--- src/rtl/pool_window_driver.sv ---
// rtl/pool_window_driver.sv - 2x2 pooling window walker and start/finish initiator; optional watchdog under POOL_TIMEOUT_EN
module pool_window_driver #(
    parameter int N       = 28,
    parameter int DW      = 16,
    parameter int AW      = 10,
    parameter int TIMEOUT = 255
) (
    input  logic          clk,
    input  logic          rst_n,
    input  logic          start,
    output logic          busy,
    output logic          done,
    output logic          rd_en,
    output logic [AW-1:0] rd_addr,
    input  logic [DW-1:0] rd_data,
    output logic [DW-1:0] win00,
    output logic [DW-1:0] win01,
    output logic [DW-1:0] win10,
    output logic [DW-1:0] win11,
    output logic          pool_start,
    input  logic          pool_finish,
    input  logic [DW-1:0] pool_pixel,
    output logic          wr_en,
    output logic [AW-1:0] wr_addr,
    output logic [DW-1:0] wr_data
`ifdef POOL_TIMEOUT_EN
    ,
    output logic          err
`endif
);
    localparam int M = N / 2;
    localparam logic [AW-1:0] NA = AW'(N);
    localparam logic [AW-1:0] MA = AW'(M);

    typedef enum logic [2:0] {
        S_IDLE, S_READ, S_CAPT, S_REQ, S_WRITE, S_RELEASE, S_DONE
    } state_t;

    state_t        state, state_next;
    logic [AW-1:0] r, c;
    logic [1:0]    phase;
    logic          armed;
    logic          tmo;
    logic          last_win;
    logic [AW-1:0] row, col;

    assign last_win = (r == MA - 1'b1) && (c == MA - 1'b1);
    // Tap row/col inside the current 2x2 window: phase[1] picks the row, phase[0] the column
    assign row = {r[AW-2:0], phase[1]};
    assign col = {c[AW-2:0], phase[0]};

`ifdef POOL_TIMEOUT_EN
    localparam int TW = $clog2(TIMEOUT + 1);
    logic [TW-1:0] cnt;
    logic          err_q;

    // Cycle counter for the two handshake waits, restarted on every state change
    always_ff @(posedge clk or negedge rst_n) begin
        if (!rst_n)
            cnt <= '0;
        else if (state_next != state)
            cnt <= '0;
        else if ((state == S_REQ) || (state == S_RELEASE))
            cnt <= cnt + 1'b1;
    end

    assign tmo = ((state == S_REQ) || (state == S_RELEASE)) && (cnt == TW'(TIMEOUT - 1));

    // Sticky timeout flag, cleared by reset or by the next accepted start
    always_ff @(posedge clk or negedge rst_n) begin
        if (!rst_n)
            err_q <= 1'b0;
        else if ((state == S_IDLE) && start)
            err_q <= 1'b0;
        else if (tmo)
            err_q <= 1'b1;
    end

    assign err = err_q | tmo;
`else
    // Watchdog compiled out: the timeout condition can never fire
    assign tmo = (TIMEOUT < 0);
`endif

    // State register; reset drops every strobe and pool_start immediately
    always_ff @(posedge clk or negedge rst_n) begin
        if (!rst_n)
            state <= S_IDLE;
        else
            state <= state_next;
    end

    // Next-state logic and the state-decoded strobes
    always_comb begin
        state_next = state;
        busy       = 1'b1;
        done       = 1'b0;
        rd_en      = 1'b0;
        pool_start = 1'b0;
        wr_en      = 1'b0;
        case (state)
            S_IDLE: begin
                busy = 1'b0;
                if (start)
                    state_next = (M == 0) ? S_DONE : S_READ;
            end
            S_READ: begin
                rd_en = 1'b1;
                if (phase == 2'd3)
                    state_next = S_CAPT;
            end
            S_CAPT: state_next = S_REQ;
            S_REQ: begin
                pool_start = !tmo;
                if (tmo)
                    state_next = S_IDLE;
                else if (pool_finish && armed)
                    state_next = S_WRITE;
            end
            S_WRITE: begin
                pool_start = 1'b1;
                wr_en      = 1'b1;
                state_next = S_RELEASE;
            end
            S_RELEASE: begin
                if (tmo)
                    state_next = S_IDLE;
                else if (!pool_finish)
                    state_next = last_win ? S_DONE : S_READ;
            end
            S_DONE: begin
                done       = 1'b1;
                state_next = S_IDLE;
            end
            default: state_next = S_IDLE;
        endcase
    end

    // Input RAM address for the current window tap, zero outside READ
    always_comb begin
        rd_addr = '0;
        if (state == S_READ)
            rd_addr = row * NA + col;
    end

    // Window position, tap capture, stale-finish guard and result latch
    always_ff @(posedge clk or negedge rst_n) begin
        if (!rst_n) begin
            r       <= '0;
            c       <= '0;
            phase   <= '0;
            armed   <= 1'b0;
            win00   <= '0;
            win01   <= '0;
            win10   <= '0;
            win11   <= '0;
            wr_addr <= '0;
            wr_data <= '0;
        end else begin
            case (state)
                S_IDLE: begin
                    if (start) begin
                        r     <= '0;
                        c     <= '0;
                        phase <= '0;
                        win00 <= '0;
                        win01 <= '0;
                        win10 <= '0;
                        win11 <= '0;
                    end
                end
                S_READ: begin
                    phase <= phase + 2'd1;
                    case (phase)
                        2'd1:    win00 <= rd_data;
                        2'd2:    win01 <= rd_data;
                        2'd3:    win10 <= rd_data;
                        default: ;
                    endcase
                end
                S_CAPT: begin
                    win11 <= rd_data;
                    // A finish already high before the request is left over from the slave
                    armed <= !pool_finish;
                end
                S_REQ: begin
                    if (!pool_finish)
                        armed <= 1'b1;
                    else if (armed && !tmo) begin
                        wr_data <= pool_pixel;
                        wr_addr <= r * MA + c;
                    end
                end
                S_RELEASE: begin
                    if (!pool_finish && !tmo) begin
                        if (c == MA - 1'b1) begin
                            c <= '0;
                            r <= r + 1'b1;
                        end else begin
                            c <= c + 1'b1;
                        end
                    end
                end
                default: ;
            endcase
        end
    end
endmodule
--- config.mk ---
export PLATFORM = sky130hd
export DESIGN_NAME = pool_window_driver
export DESIGN_NICKNAME = d
export VERILOG_FILES = /design/src/rtl/pool_window_driver.sv
export SDC_FILE = /design/constraint.sdc
export NUM_CORES = 1
export LEC_CHECK = 0
export ABC_AREA = 0
export BUFFER_PORTS_ARGS = -buffer_cell sky130_fd_sc_hd__buf_2
export CAP_MARGIN = 20
export CORE_MARGIN = 1.5
export CORE_UTILIZATION = 30
export CTS_BUF_LIST = sky130_fd_sc_hd__clkbuf_4
export CTS_CLUSTER_DIAMETER = 120
export DETAILED_ROUTE_END_ITERATION = 10
export PLACE_DENSITY_LB_ADDON = 0.3
export SLEW_MARGIN = 20
export SYNTH_ARGS = -nofsm -noshare
export SYNTH_HDL_FRONTEND = slang
export SYNTH_SLANG_ARGS = --single-unit
export TNS_END_PERCENT = 50
--- constraint.sdc ---
create_clock -name clk -period 3.4 [get_ports clk]
set_input_delay 0.17 -clock clk [delete_from_list [all_inputs] [get_ports clk]]
set_output_delay 0.17 -clock clk [all_outputs]
set_load 0.05 [all_outputs]
==> impl_metrics.toml, run 1 <==
[setup_path]
cp.required_ps = 3230
ff2ff_path_depth = 13
critPathSlowestCell = "fa_2"
end_kind = "output port"
r2r-start = "r[1]$_DFFE_PN0P_"
r2r-end = "wr_addr[9]$_DFFE_PN0P_"
cp_max_fo = 4
cp_cell_sequence = "fa_2 > ha_1 > a21o_1 > a21oi_1 > xnor2_1 > ha_1 > or4_4 > o22ai_2 > nand2_1 > mux2i_2 > buf_6"
start_kind = "register"
r2r_setup_slack_ps = 60
path_delay_family = "adder cells"
crit_path_max_incr_delay_ps = 630
critPathBufInv = 1
crit_type = "reg2out"
crit_top_cell = "ha_1"
arrival_ps = 3650

[route]
ant_nets = 0
post_drt_via_cell_ratio = 4.53
drt_iter0_drc = 279
routed_wl_microns = 16600
first_pass_iters = 4
route.detailed.wl_per_inst_microns = 15.1
drcViolationCount = 0
vias = 5004

[timing]
fin_skew_ps = 21.9
fin_ws_ps = -420
worst_pin_slew_ps = 820
fmax_mhz = 262
slew_headroom = 0.454
final-hold-violation-count = 0
setup_viol = 4
drv_slew = 0
rsz0062_at_grt = "yes"
finalCritPeriodShare = 1.12
min_period_ps = 3820

[grt]
grt_pass1_wl_microns = 27100
track_usage = 0.164
grt_pass1_vias = 4986
antenna_found_initial = 1
grt_max_degree = 62
overflow = 0

[power]
comb_power_share = 0.543
p_sw_w = 0.00371
p_leak_nw = 4.11
seq_power_share = 0.303
powerDensity_mw_per_mm2 = 886
power.total_w = 0.00699
p_int_w = 0.00328
swShare = 0.531
clkPwrFrac = 0.154
ir_drop_uv = 504

[yosys]
netlist_instances = 638
yosys_warnings = 0
ys.flop_type = "dfrtp_1"
ys_seq_elements = 116
synth_area_per_cell_sq_um = 9.51
post-synth-top-area-cell = "dfrtp_1"
seq_area_frac_synth = 0.479
synthTopCellsByArea = "dfrtp_1 48%, nand2_1 10%, ha_1 8.0%"
synth-edff-count = 0
syn_nets = 724
synth_top_area_share = 0.479
synth-async-reset-ratio = 1.00
ys_types = 51
synth.cell_area_sq_mm = 0.00607

[final_layout]
fillers = 2011
layout_commonest_cell = "nand2_1"
area_growth_pct = 30.2
seq_area_sq_mm = 0.00290
design_area_sq_mm = 0.00790
mostFrequentLayoutCells = "167 x nand2_1, 134 x buf_2, 115 x dfrtp_1"
nets = 911
layout-drive-gt1-share = 0.263
multiInputGateArea_sq_mm = 0.00303

[clock_network]
cts_tree = "built"
clockBufferDepth = 2
cts_max_level = 4
clk_latency_ps = 550
clk_pin_slew_ps = 120
root_buffer = "clkbuf_4"
cts.sinks = 116
cts-buffers-inserted = 17

[placed_design]
dp_hpwl_microns = 12000
place_area_sq_mm = 0.00716
io_buffers = 140
routabilityCongestion = 0.823

[run_status]
violations = "setup timing"
status = "finished with violations"

[worst_hold_path]
hold-path-endpoint = "state[0]$_DFFE_PN0P_"
worstHoldPathCells = 4
worstHoldStart = "start"
hold_class = "in2reg"

[job]
maxCapViolCount = 0

[die]
fp.dieW_microns = 145
dieArea_sq_mm = 0.0211
core_area_sq_mm = 0.0197
floorplan.initialDensity = 0.309
row_count = 51
io_pins = 141
fp.dieH_microns = 145
## layer usage
metal  wire (microns)  vias up  track usage
met5                0        -            0
met2             7450      130        0.247
met1             7830     2331        0.225
met3             1030       28       0.0381
met4              335        0       0.0663
li1                 -     2515            -
## synth_stat cells (8+ instances only)
| cell | count |
|---|---|
| nand2_1 | 167 |
| inv_1 | 21 |
| clkbuf_1 | 19 |
| xnor2_1 | 17 |
| xor2_1 | 16 |
| nand3_1 | 10 |
| o21ai_0 | 69 |
| a22o_1 | 16 |
| a21oi_1 | 17 |
| ha_1 | 39 |
| fa_1 | 11 |
| nor2_1 | 33 |
| nor3_1 | 8 |
| dfrtp_1 | 116 |
## worst min-delay path, delay by kind of cell
kind / cells / cell delay, ps
compound gates: 2 / 200
buf+inv: 1 / 120
simple gates: 1 / 90
## logic make-up after synthesis
logic type | synth area share
muxes | 0.00516
DFF | 0.479
xor gates and xnor gates | 0.0514
and+or+nand+nor | 0.181
AOI/OAI and AO/OA | 0.133
adders and majority gates | 0.117
buffers and inverters | 0.0338
## through the flow
step           setup slack (ps)  setup TNS [ps]  hold slack (ps)  std cells   util
2_1_floorplan              -204            -250             -126        638      -
3_3_place_gp              -70.1           -70.1              334       1035  0.364
3_5_place_dp               -118            -118              331       1035  0.364
4_1_cts                    -478            -980             23.0       1102  0.400
5_1_grt                    -609           -1560             33.6       1104  0.402
6_report                   -420            -753             65.0       1104  0.402
## area by class of cell
type	count	share of cell area
inverter	21	0.00998
clock buffer	18	0.0171
timing repair buffer	196	0.158
sequential	116	0.368
tap	265	0.0420
antenna	1	0.000317
clock inverter	14	0.0204
multi-input combinational	473	0.384
## power by group through the flow
stage / clock (W) / sequential [W] / combinational [W]
2_1_floorplan: 0 / 0.00339 / 0.00152
3_3_place_gp: 0 / 0.00213 / 0.00374
3_5_place_dp: 0 / 0.00214 / 0.00377
4_1_cts: 0.00111 / 0.00212 / 0.00381
5_1_grt: 0.00117 / 0.00219 / 0.00408
6_report: 0.00108 / 0.00212 / 0.00380
## what timing repair did
action,in CTS,in global routing
pin swaps,11,7
hold buffers,34,0
gates resized for setup,17,7
cloned,0,0
endpoints found under the hold margin,143,0
setup buffers,1,1
endpoints found under the setup margin,4,6
## how the worst max path moves through the flow
stage | from | endpoint | cells past startpoint
2_1_floorplan | r[0]$_DFFE_PN0P_ | rd_addr[9] | 12
3_3_place_gp | r[0]$_DFFE_PN0P_ | rd_addr[9] | 13
3_5_place_dp | r[0]$_DFFE_PN0P_ | rd_addr[9] | 13
4_1_cts | r[1]$_DFFE_PN0P_ | rd_addr[9] | 13
5_1_grt | r[0]$_DFFE_PN0P_ | rd_addr[9] | 13
6_report | r[0]$_DFFE_PN0P_ | rd_addr[9] | 11
## registers in the layout (all words and copies together), names as in the netlist
name	count
phase	2
armed	1
win11	16
c	10
state	3
r	10
win01	16
win00	16
wr_data	16
win10	16
wr_addr	10
No activity file was read; power rests on OpenSTA's default activity.
==> run 2, diff against run 1 <==
--- a/config.mk
+++ b/config.mk
@@ -8,7 +8,6 @@
 export ABC_AREA = 0
 export BUFFER_PORTS_ARGS = -buffer_cell sky130_fd_sc_hd__buf_2
 export CAP_MARGIN = 20
-export CORE_MARGIN = 1.5
 export CORE_UTILIZATION = 30
 export CTS_BUF_LIST = sky130_fd_sc_hd__clkbuf_4
 export CTS_CLUSTER_DIAMETER = 120
==> constraint.sdc (replaced) <==
create_clock -name clk -period 3.43 [get_ports clk]
set_input_delay 0.1715 -clock clk [delete_from_list [all_inputs] [get_ports clk]]
set_output_delay 0.1715 -clock clk [all_outputs]
set_load 0.05 [all_outputs]
==> impl_metrics.toml, run 2 (same netlist as run 1, synthesis figures left out) <==
[run_status]
violations = "setup timing"
status = "finished with violations"

[route]
route.detailed.wl_per_inst_microns = 15.3
first_pass_iters = 7
ant_nets = 0
vias = 5072
routed_wl_microns = 16900
post_drt_via_cell_ratio = 4.58
drt_iter0_drc = 254
drcViolationCount = 0

[final_layout]
seq_area_sq_mm = 0.00291
fin_util = 0.402
layout_commonest_cell = "nand2_1"
fillers = 2017
mostFrequentLayoutCells = "167 x nand2_1, 135 x buf_2, 114 x dfrtp_1"
area_growth_pct = 30.1
multiInputGateArea_sq_mm = 0.00304
design_area_sq_mm = 0.00789
layout-drive-gt1-share = 0.265
nets = 914

[setup_path]
cp_max_fo = 4
end_kind = "output port"
crit_type = "reg2out"
cp.required_ps = 3260
start_kind = "register"
arrival_ps = 3690

[timing]
min_period_ps = 3860
hold_slack_ps = 66.1
fin_skew_ps = 24.1
rsz0062_at_grt = "yes"
setup_viol = 4
fmax_mhz = 259
finalCritPeriodShare = 1.13
final-hold-violation-count = 0
worst_pin_slew_ps = 885
fin_ws_ps = -432
tns_ps = -831
slew_headroom = 0.410
drv_slew = 0

[die]
fp.dieH_microns = 144
row_count = 51
floorplan.initialDensity = 0.309
fp.dieW_microns = 144
dieArea_sq_mm = 0.0208
io_pins = 141
core_area_sq_mm = 0.0197

[clock_network]
cts-buffers-inserted = 17
clk_pin_slew_ps = 120
cts_max_level = 4
clockBufferDepth = 2
clk_latency_ps = 550
cts_tree = "built"
cts.sinks = 116
root_buffer = "clkbuf_4"

[grt]
track_usage = 0.170
grt_pass1_wl_microns = 26600
overflow = 0
antenna_found_initial = 1
grt_pass1_vias = 5000
grt_max_degree = 68

[placed_design]
routabilityCongestion = 0.808
dp_hpwl_microns = 12200
post-place-ws_ps = -68.3
place_area_sq_mm = 0.00716
io_buffers = 140

[job]
maxCapViolCount = 0

[power]
p_leak_nw = 4.10
ir_drop_uv = 478
powerDensity_mw_per_mm2 = 876

[worst_hold_path]
hold_class = "in2reg"
## run 2: per-stage QoR
| stage | std cells | power (W) |
|---|---|---|
| floorplan | 638 | 0.00487 |
| global placement | 1037 | 0.00583 |
| detailed placement | 1037 | 0.00587 |
| CTS | 1104 | 0.00695 |
| global route | 1107 | 0.00736 |
| finish | 1108 | 0.00691 |
## run 2: routing by layer
layer	GRT usage	routed length (microns)	share of wire
met5	0	0	0
met4	0.0676	385	0.023
met3	0.0384	731	0.043
met2	0.254	7610	0.45
met1	0.238	8180	0.48
## run 2: final timing paths
path | from | end | slack, ps | depth (start not counted)
setup / recovery | r[0]$_DFFE_PN0P_ | rd_addr[9] | -430 | 13
hold / removal | start | state[0]$_DFFE_PN0P_ | 70 | 4
setup reg to reg | r[0]$_DFFE_PN0P_ | wr_addr[9]$_DFFE_PN0P_ | 180 | 12
hold reg to reg | wr_addr[2]$_DFFE_PN0P_ | wr_addr[2]$_DFFE_PN0P_ | 480 | 2
max in group asynchronous | rst_n | wr_data[9]$_DFFE_PN0P_ | 2230 | 3
min in group asynchronous | rst_n | wr_data[4]$_DFFE_PN0P_ | 270 | 2
## run 2: what timing repair did
item                       CTS  global route
setup endpoints to repair    4             5
buffers inserted             1             2
hold endpoints to repair   148             0
pin swaps                    5             3
hold buffers                34             0
gates resized for setup     15             9
## run 2: cell type report
cell class / instances / area share
antenna: 2 / 0.000634
clock buffer: 17 / 0.0162
tap: 265 / 0.0420
clock inverter: 15 / 0.0198
timing repair buffer: 199 / 0.159
multi-input combinational: 473 / 0.385
inverter: 21 / 0.00999
sequential: 116 / 0.368
## run 2: critical path, cell delays in order (launching register included)
cell and delay [ps]:
dfrtp_2 470, fa_1 480, ha_2 200, fa_2 350, a21oi_2 140, nor2_1 50, nor2_1 130, xnor2_1 100
ha_2 180, or4_4 510, o22ai_2 110, nand2_1 80, mux2i_2 170, buf_6 190
## run 2: where the power goes
group,switching (W),total (W),internal [W]
logic,0.00285,0.00380,0.000951
registers,0.000298,0.00209,0.00180
clock network,0.000579,0.00101,0.000435
total,0.00373,0.00691,0.00318
==> run 3, diff against run 2 <==
--- a/config.mk
+++ b/config.mk
@@ -5,7 +5,7 @@
 export SDC_FILE = /design/constraint.sdc
 export NUM_CORES = 1
 export LEC_CHECK = 0
-export ABC_AREA = 0
+export ABC_AREA = 1
 export BUFFER_PORTS_ARGS = -buffer_cell sky130_fd_sc_hd__buf_2
 export CAP_MARGIN = 20
 export CORE_UTILIZATION = 30
==> impl_metrics.toml, run 3 <==
[final_layout]
layout-drive-gt1-share = 0.246
layout_commonest_cell = "nand2_1"
nets = 1051
seq_area_sq_mm = 0.00291
final_cells = 1254
fillers = 2145
design_area_sq_mm = 0.00823
area_growth_pct = 27.3
multiInputGateArea_sq_mm = 0.00326
mostFrequentLayoutCells = "278 x nand2_1, 134 x buf_2, 113 x dfrtp_1"

[setup_path]
crit_type = "reg2out"
cp_max_fo = 6
start_kind = "register"
critPathBufInv = 1
cp_cell_sequence = "fa_2 > ha_4 > nand2_2 > nand2_2 > a31oi_4 > xnor2_1 > ha_1 > nand2_1 > nor2_1 > nand2_1 > o211ai_1 > o21ai_1 > a21oi_2 > buf_6"
critPathSlowestCell = "fa_2"
path_delay_family = "adder cells"
cp.required_ps = 3260
crit_path_max_incr_delay_ps = 610
arrival_ps = 3500
end_kind = "output port"

[clock_network]
cts_max_level = 4
root_buffer = "clkbuf_4"
clockBufferDepth = 2
cts_tree = "built"
clk_latency_ps = 550
cts-buffers-inserted = 17
clk_pin_slew_ps = 130
cts.sinks = 116

[yosys]
synth_area_per_cell_sq_um = 8.34
yosys_warnings = 0
synth.cell_area_sq_mm = 0.00646
ys.flop_type = "dfrtp_1"
post-synth-top-area-cell = "dfrtp_1"
synth_top_area_share = 0.449
synth-edff-count = 0
synth_fa_ha_area_frac = 0.110
muxShareOfSynthArea = 0
yosys-top-cells-count = "281 x nand2_1, 116 x dfrtp_1, 52 x inv_1"
syn_nets = 861
synth_top_family_by_area = "simple AND/OR/NAND/NOR gates"
yosys.area_share.simple = 0.264
netlist_instances = 775
synthTopCellsByArea = "dfrtp_1 45%, nand2_1 16%, ha_1 7.5%"
yosys.area_share.xor_xnor = 0.0257
synth-async-reset-ratio = 1.00
ys_types = 40
ys_seq_elements = 116
synth_compound_area_frac = 0.0919
synth.most_common_cell = "nand2_1"
seq_area_frac_synth = 0.449

[timing]
fin_ws_ps = -243
slew_headroom = 0.360
fin_skew_ps = 28.2
min_period_ps = 3670
tns_ps = -548
worst_pin_slew_ps = 959
finalCritPeriodShare = 1.07
rsz0062_at_grt = "yes"
hold_slack_ps = 111
fmax_mhz = 272
drv_slew = 0
final-hold-violation-count = 0
setup_viol = 3

[route]
first_pass_iters = 5
routed_wl_microns = 18200
post_drt_via_cell_ratio = 4.65
route.detailed.wl_per_inst_microns = 14.5
drt_iter0_drc = 326
drcViolationCount = 0
ant_nets = 0
vias = 5835

[die]
fp.dieH_microns = 149
row_count = 53
core_area_sq_mm = 0.0211
dieArea_sq_mm = 0.0221
floorplan.initialDensity = 0.307
fp.dieW_microns = 149
io_pins = 141

[grt]
antenna_found_initial = 1
grt_pass1_wl_microns = 28500
track_usage = 0.167
overflow = 0
grt_max_degree = 61
grt_pass1_vias = 5380

[placed_design]
place_area_sq_mm = 0.00743
dp_cells = 1176
dp_hpwl_microns = 12900
io_buffers = 140
routabilityCongestion = 0.821

[power]
ir_drop_uv = 595
power.total_w = 0.00686
p_leak_nw = 4.44
powerDensity_mw_per_mm2 = 833

[worst_hold_path]
hold_class = "in2reg"

[run_status]
status = "finished with violations"
violations = "setup timing"

[job]
maxCapViolCount = 0
[run 3: cell types whose count changed after synthesis, moves of 16 or more]
cell,before,now
a22o_1,16,0
inv_1,21,52
nand2_1,167,281
nand3_1,10,49
o21ai_0,69,38
o21ai_1,0,34
[run 3: tightest hold or removal path: stages]
cell	delay, ps
buf_2	110
inv_1	60
nand2_2	80
nand4_1	100
nand2_1	60
nand2_1	50
[run 3: path summary, 6_finish.rpt]
| check | end | slack [ps] | start | cells after the start |
|---|---|---|---|---|
| setup / recovery | rd_addr[8] | -240 | r[1]$_DFFE_PN0P_ | 14 |
| hold / removal | state[0]$_DFFE_PN0P_ | 110 | start | 6 |
| setup reg to reg | wr_addr[9]$_DFFE_PN0P_ | 290 | r[2]$_DFFE_PN0P_ | 19 |
| hold reg to reg | wr_data[8]$_DFFE_PN0P_ | 470 | wr_data[8]$_DFFE_PN0P_ | 2 |
| max in group asynchronous | wr_addr[8]$_DFFE_PN0P_ | 2240 | rst_n | 3 |
| min in group asynchronous | win01[8]$_DFFE_PN0P_ | 240 | rst_n | 2 |
[run 3: power breakdown]
group	switching [W]	total (W)	internal, W
Combinational	0.00298	0.00381	0.000828
Sequential	0.000249	0.00203	0.00178
Clock	0.000570	0.00102	0.000447
[run 3: logic make-up (layout without fill, tap and decap cells)]
| family | Yosys count | in the layout |
|---|---|---|
| buf+inv | 82 | 285 |
| xor+xnor | 19 | 19 |
| fa+ha+maj | 50 | 50 |
| other cells | 0 | 1 |
| flops | 116 | 116 |
| simple gates | 400 | 400 |
| compound gates | 108 | 108 |
[run 3: layout make-up]
class / instances / share of cell area
inverters: 58 / 0.0274
clock inverters: 13 / 0.0163
flip-flops and latches: 116 / 0.353
clock buffers: 19 / 0.0173
diodes: 1 / 0.000304
multi-input cells: 577 / 0.396
well taps: 275 / 0.0418
repair buffers: 195 / 0.148
[run 3: metal layers]
layer / GRT usage / routed length, microns
met4: 0.0668 / 434
met2: 0.259 / 8230
met3: 0.0333 / 752
met5: 0 / 0
met1: 0.229 / 8760
[run 3: stage by stage]
| step | util | setup slack [ps] |
|---|---|---|
| 3_5_place_dp | 0.352 | 61.7 |
| 3_3_place_gp | 0.352 | 130 |
| 4_1_cts | 0.388 | -237 |
| 6_report | 0.390 | -243 |
| 5_1_grt | 0.390 | -416 |
| 2_1_floorplan | - | -14.6 |
[run 3: what timing repair did]
action | CTS | global route
setup buffers | 8 | 3
setup endpoints to repair | 5 | 6
endpoints found under the hold margin | 140 | 0
pin swaps | 8 | 14
resized for setup | 21 | 10
hold buffers | 34 | 0
